==> src/rtl/vga_pkg.sv <==
// Default 640x480@60 timing shared by the sync generator and the rgb1 pixel logic.
package vga_pkg;

  localparam int HCNT_W = 11;
  localparam int VCNT_W = 10;

  localparam int DEF_CLK_DIV  = 2;
  localparam int DEF_H_ACTIVE = 640;
  localparam int DEF_H_FP     = 16;
  localparam int DEF_H_SYNC   = 96;
  localparam int DEF_H_BP     = 48;
  localparam int DEF_V_ACTIVE = 480;
  localparam int DEF_V_FP     = 10;
  localparam int DEF_V_SYNC   = 2;
  localparam int DEF_V_BP     = 33;
  localparam bit DEF_SYNC_POL = 1'b0;

  localparam int H_TOTAL = DEF_H_ACTIVE + DEF_H_FP + DEF_H_SYNC + DEF_H_BP;
  localparam int V_TOTAL = DEF_V_ACTIVE + DEF_V_FP + DEF_V_SYNC + DEF_V_BP;

  function automatic logic sync_level(input logic active, input logic pol);
    return active ? pol : ~pol;
  endfunction

endpackage

==> src/rtl/vga_pix_div.sv <==
// Pixel-rate enable: one-cycle tick every CLK_DIV clocks, free-running, no backpressure.
module vga_pix_div #(
  parameter int CLK_DIV = 2
) (
  input  logic i_clk,
  input  logic i_rst,
  output logic o_tick
);

  localparam int            DW   = (CLK_DIV > 1) ? $clog2(CLK_DIV) : 1;
  localparam logic [DW-1:0] LAST = DW'(CLK_DIV - 1);

  logic [DW-1:0] r_div_cnt;
  logic          w_tick;

  assign w_tick = (r_div_cnt == LAST);
  assign o_tick = w_tick;

  always_ff @(posedge i_clk) begin
    if (i_rst) begin
      r_div_cnt <= '0;
    end else if (w_tick) begin
      r_div_cnt <= '0;
    end else begin
      r_div_cnt <= r_div_cnt + 1'b1;
    end
  end

endmodule

==> src/rtl/vga_sync_gen.sv <==
// VGA timing: pixel enable, h/v position counters, syncs, video_on and line/frame strobes.
// Outputs are registered one clock after the internal counters; free-running, no backpressure.
module vga_sync_gen
  import vga_pkg::*;
#(
  parameter int CLK_DIV  = DEF_CLK_DIV,
  parameter int H_ACTIVE = DEF_H_ACTIVE,
  parameter int H_FP     = DEF_H_FP,
  parameter int H_SYNC   = DEF_H_SYNC,
  parameter int H_BP     = DEF_H_BP,
  parameter int V_ACTIVE = DEF_V_ACTIVE,
  parameter int V_FP     = DEF_V_FP,
  parameter int V_SYNC   = DEF_V_SYNC,
  parameter int V_BP     = DEF_V_BP,
  parameter bit SYNC_POL = DEF_SYNC_POL
) (
  input  logic              clk_main,
  input  logic              rst,
  output logic [HCNT_W-1:0] hcount,
  output logic [VCNT_W-1:0] vcount,
  output logic              hsync,
  output logic              vsync,
  output logic              video_on,
  output logic              pixel_tick,
  output logic              line_start,
  output logic              frame_start
);

  localparam int H_TOT = H_ACTIVE + H_FP + H_SYNC + H_BP;
  localparam int V_TOT = V_ACTIVE + V_FP + V_SYNC + V_BP;

  localparam logic [HCNT_W-1:0] H_LAST   = HCNT_W'(H_TOT - 1);
  localparam logic [HCNT_W-1:0] H_ACT    = HCNT_W'(H_ACTIVE);
  localparam logic [HCNT_W-1:0] HS_START = HCNT_W'(H_ACTIVE + H_FP);
  localparam logic [HCNT_W-1:0] HS_END   = HCNT_W'(H_ACTIVE + H_FP + H_SYNC);
  localparam logic [VCNT_W-1:0] V_LAST   = VCNT_W'(V_TOT - 1);
  localparam logic [VCNT_W-1:0] V_ACT    = VCNT_W'(V_ACTIVE);
  localparam logic [VCNT_W-1:0] VS_START = VCNT_W'(V_ACTIVE + V_FP);
  localparam logic [VCNT_W-1:0] VS_END   = VCNT_W'(V_ACTIVE + V_FP + V_SYNC);

  logic              w_tick;
  logic [HCNT_W-1:0] r_h_cnt;
  logic [VCNT_W-1:0] r_v_cnt;
  logic              r_adv;
  logic              w_hs_act;
  logic              w_vs_act;
  logic              w_vid;
  logic              w_h_zero;
  logic              w_v_zero;

  logic [HCNT_W-1:0] r_hcount;
  logic [VCNT_W-1:0] r_vcount;
  logic              r_hsync;
  logic              r_vsync;
  logic              r_video_on;
  logic              r_pixel_tick;
  logic              r_line_start;
  logic              r_frame_start;

  vga_pix_div #(
    .CLK_DIV(CLK_DIV)
  ) u_pix_div (
    .i_clk (clk_main),
    .i_rst (rst),
    .o_tick(w_tick)
  );

  always_ff @(posedge clk_main) begin
    if (rst) begin
      r_h_cnt <= '0;
      r_v_cnt <= '0;
      r_adv   <= 1'b0;
    end else begin
      r_adv <= w_tick;
      if (w_tick) begin
        if (r_h_cnt == H_LAST) begin
          r_h_cnt <= '0;
          r_v_cnt <= (r_v_cnt == V_LAST) ? '0 : r_v_cnt + 1'b1;
        end else begin
          r_h_cnt <= r_h_cnt + 1'b1;
        end
      end
    end
  end

  assign w_hs_act = (r_h_cnt >= HS_START) && (r_h_cnt < HS_END);
  assign w_vs_act = (r_v_cnt >= VS_START) && (r_v_cnt < VS_END);
  assign w_vid    = (r_h_cnt < H_ACT) && (r_v_cnt < V_ACT);
  assign w_h_zero = (r_h_cnt == '0);
  assign w_v_zero = (r_v_cnt == '0);

  // r_adv marks the first cycle a new position is held, so strobes never fire out of reset
  always_ff @(posedge clk_main) begin
    if (rst) begin
      r_hcount      <= '0;
      r_vcount      <= '0;
      r_hsync       <= ~SYNC_POL;
      r_vsync       <= ~SYNC_POL;
      r_video_on    <= 1'b0;
      r_pixel_tick  <= 1'b0;
      r_line_start  <= 1'b0;
      r_frame_start <= 1'b0;
    end else begin
      r_hcount      <= r_h_cnt;
      r_vcount      <= r_v_cnt;
      r_hsync       <= sync_level(w_hs_act, SYNC_POL);
      r_vsync       <= sync_level(w_vs_act, SYNC_POL);
      r_video_on    <= w_vid;
      r_pixel_tick  <= r_adv;
      r_line_start  <= r_adv && w_h_zero;
      r_frame_start <= r_adv && w_h_zero && w_v_zero;
    end
  end

  assign hcount      = r_hcount;
  assign vcount      = r_vcount;
  assign hsync       = r_hsync;
  assign vsync       = r_vsync;
  assign video_on    = r_video_on;
  assign pixel_tick  = r_pixel_tick;
  assign line_start  = r_line_start;
  assign frame_start = r_frame_start;

endmodule

==> config.mk <==
export PLATFORM = sky130hd
export DESIGN_NAME = vga_sync_gen
export DESIGN_NICKNAME = d
export VERILOG_FILES = /design/src/rtl/vga_pkg.sv /design/src/rtl/vga_pix_div.sv /design/src/rtl/vga_sync_gen.sv
export SDC_FILE = /design/constraint.sdc
export NUM_CORES = 1
export LEC_CHECK = 0
export ABC_CLOCK_PERIOD_IN_PS = 1800
export CAP_MARGIN = 10
export CORE_MARGIN = 5
export CORE_UTILIZATION = 47
export DETAILED_ROUTE_END_ITERATION = 10
export PLACE_DENSITY = 0.85
export SLEW_MARGIN = 10
export SYNTH_ARGS = -nofsm -noshare
export SYNTH_HDL_FRONTEND = slang
export SYNTH_HIERARCHICAL = 1
export SYNTH_SLANG_ARGS = --single-unit
==> constraint.sdc <==
create_clock -name clk_main -period 1.8 [get_ports clk_main]
set_input_delay 0.36 -clock clk_main [delete_from_list [all_inputs] [get_ports clk_main]]
set_output_delay 0.36 -clock clk_main [all_outputs]
set_load 0.01 [all_outputs]
==> reports/results.ini <==
[outcome]
status = completed

[clock_network]
clk_latency_ps = 300
cts_made_buffers = 5
ctsLongestPathBuffers = 2
postCtsHoldBufs = 0
cts_htree_levels = 2
root_buffer = clkbuf_8
cts_setup_buffers = 0
cts.sinks = 50
cts_resized = 0
cts_tree = built
clk_pin_slew_ps = 90

[timing]
hold_ws_ps = 476
final.min_clock_period_ps = 1740
setup_violations = 0
final.setup.tns_ps = 0
maxSlewViolCount = 0
period_share_pct = 96.7
grt_setup_unrepaired = yes
clock_skew_ps = 6.34
timing.final.ws_setup_ps = 60.0
finalHoldViolCount = 0
maxSlewHeadroom_pct = 75.0
fmax_ghz = 0.575
tightestPinTransition_ps = 374

[placed_design]
place_ws_ps = -23.7
io_buffers = 28
dp_hpwl_mm = 3.06
routabilityCongestion = 0.895
placed_cells = 294
placed_cell_area_mm2 = 0.00241

[floorplan]
rows = 23
ios = 29
dieArea_mm2 = 0.00554
die_height_um = 74.4
core-area_mm2 = 0.00400
fp.dieW_um = 74.4
start_util_pct = 48.7

[drt]
vias_per_cell = 5.45
avgRoutedWirePerCell_um = 14.4
vias = 1645
drt_iter0_drc = 149
detail-route-antenna-nets = 0
drc = 0
dr.pass1.iters = 4
wl_mm = 4.35

[cells_and_area]
syn2layout_area_growth_pct = 29.1
drive_gt1_share_pct = 15.1
fin_nets = 258
final_cell_mix = dfxtp_1 (48), clkdlybuf4s50_1 (28), buf_4 (22), nor2_1 (21), nor2b_1 (17)
final_cells = 302
diodes = 0
design_area_mm2 = 0.00252
layout_commonest_cell = dfxtp_1
n_fill_cell = 321

[critical_path]
path_class = reg2reg
worst-r2r-setup-slack_ps = 60
worst_setup_path_end_kind = flop
crit_required_ps = 2040
cp_max_fo = 6
arrival_ps = 1980
critPathLaunchType = flop

[global_routing]
grt_pass1_wl_mm = 7.11
grt_pass1_vias = 1483
grt_overflow = 0
grt_max_degree = 16
antenna_found_initial = 0
grtUsageTotal_pct = 17.1

[yosys]
synth_seq_cells = 50
syn-instance-count = 204
syn_area_mm2 = 0.00195
syn-num-nets = 211
synth_edf_count = 0
syn_avg_cell_area_um2 = 9.56
synth_cell_type_count = 43
ys_async_sr_fraction_pct = 0
ys_seq_area_share_pct = 51.3
synth_warnings = 6
synth-main-ff-cell = dfxtp_1

[power_and_ir_drop]
power_density_mw_per_mm2 = 750
ir_drop_uv = 348
p_leak_nw = 0.951

[run]
maxCapViolCount = 0

[worst_hold_path]
hold_class = reg2reg

## per-layer routing
| layer | vias up | part of all wire, % | GRT usage (%) | wire (um) |
|---|---|---|---|---|
| met5 | - | 0 | 0 | 0 |
| met4 | 0 | 2.5 | 8.89 | 107 |
| met3 | 13 | 10 | 5.00 | 433 |
| met2 | 85 | 45 | 24.6 | 1980 |
| met1 | 749 | 42 | 23.2 | 1830 |
| li1 | 798 | - | - | - |
## flip-flops by register name (all words and copies together), names as in the netlist
signal            count
frame_start           1
hcount               11
hsync                 1
line_start            1
pixel_tick            1
r_adv                 1
r_h_cnt              11
r_v_cnt              10
u_pix_div/o_tick      1
vcount               10
video_on              1
vsync                 1
## worst max-delay path: stages, from the launching register on
cell	delay, ps
dfxtp_2	380
inv_1	90
ha_1	200
nor2b_1	180
a31oi_1	230
or4b_1	450
o21ai_1	140
## power breakdown
part | switching [W] | total (W) | internal, W
clock network | 0.000363 | 0.000672 | 0.000309
logic | 0.0000467 | 0.0000880 | 0.0000413
registers | 0.00000905 | 0.00113 | 0.00112
total | 0.000419 | 0.00189 | 0.00147
## through the flow
stage                     utilization, %  power [W]
final                               62.9    0.00189
after global routing                62.9    0.00197
after CTS                           62.5    0.00190
after detailed placement            60.2    0.00124
after global placement              60.2    0.00124
after floorplan                        -    0.00120
## cell families after synthesis
| logic type | share of synthesized area [%] |
|---|---|
| flops | 51.3 |
| fa+ha+maj | 3.21 |
| simple gates | 28.0 |
| xor+xnor | 4.49 |
| buf+inv | 4.36 |
| mux | 0.513 |
| compound gates | 8.02 |
## path summary, 6_finish.rpt
path                                  from          to  depth (start not counted)
worst max register to register  r_v_cnt[0]  r_v_cnt[8]                          6
worst min-delay path                 r_adv  pixel_tick                          1
worst max-delay path            r_v_cnt[0]  r_v_cnt[8]                          6
worst min register to register       r_adv  pixel_tick                          1
## area by class of cell
cell class | count | area (um^2) | share of cell area (%)
Clock buffer | 6 | 82.6 | 3.28
Clock inverter | 2 | 12.5 | 0.497
Inverter | 9 | 33.8 | 1.34
Multi-Input combinational cell | 135 | 877 | 34.8
Sequential cell | 50 | 1000 | 39.9
Tap cell | 50 | 62.6 | 2.49
Timing Repair Buffer | 50 | 445 | 17.7
## cells in the mapped netlist, types with 2 or more instances
cell type / instances / area (um^2)
a21oi_1: 3 / 15.0
a22oi_1: 3 / 22.5
a31oi_1: 3 / 18.8
and3_1: 4 / 25.0
and4_1: 3 / 26.3
buf_2: 4 / 20.0
clkbuf_1: 3 / 11.3
dfxtp_1: 50 / 1000
ha_1: 5 / 62.6
inv_1: 9 / 33.8
nand2_1: 12 / 45.0
nand2b_1: 2 / 12.5
nand3_1: 11 / 55.1
nand4_1: 6 / 37.5
nor2_1: 21 / 78.8
nor2b_1: 17 / 106
nor3_1: 7 / 35.0
o21ai_0: 6 / 30.0
o31ai_1: 3 / 22.5
xnor2_1: 6 / 52.6
xor2_1: 4 / 35.0
No activity file was read; power rests on OpenSTA's default activity.
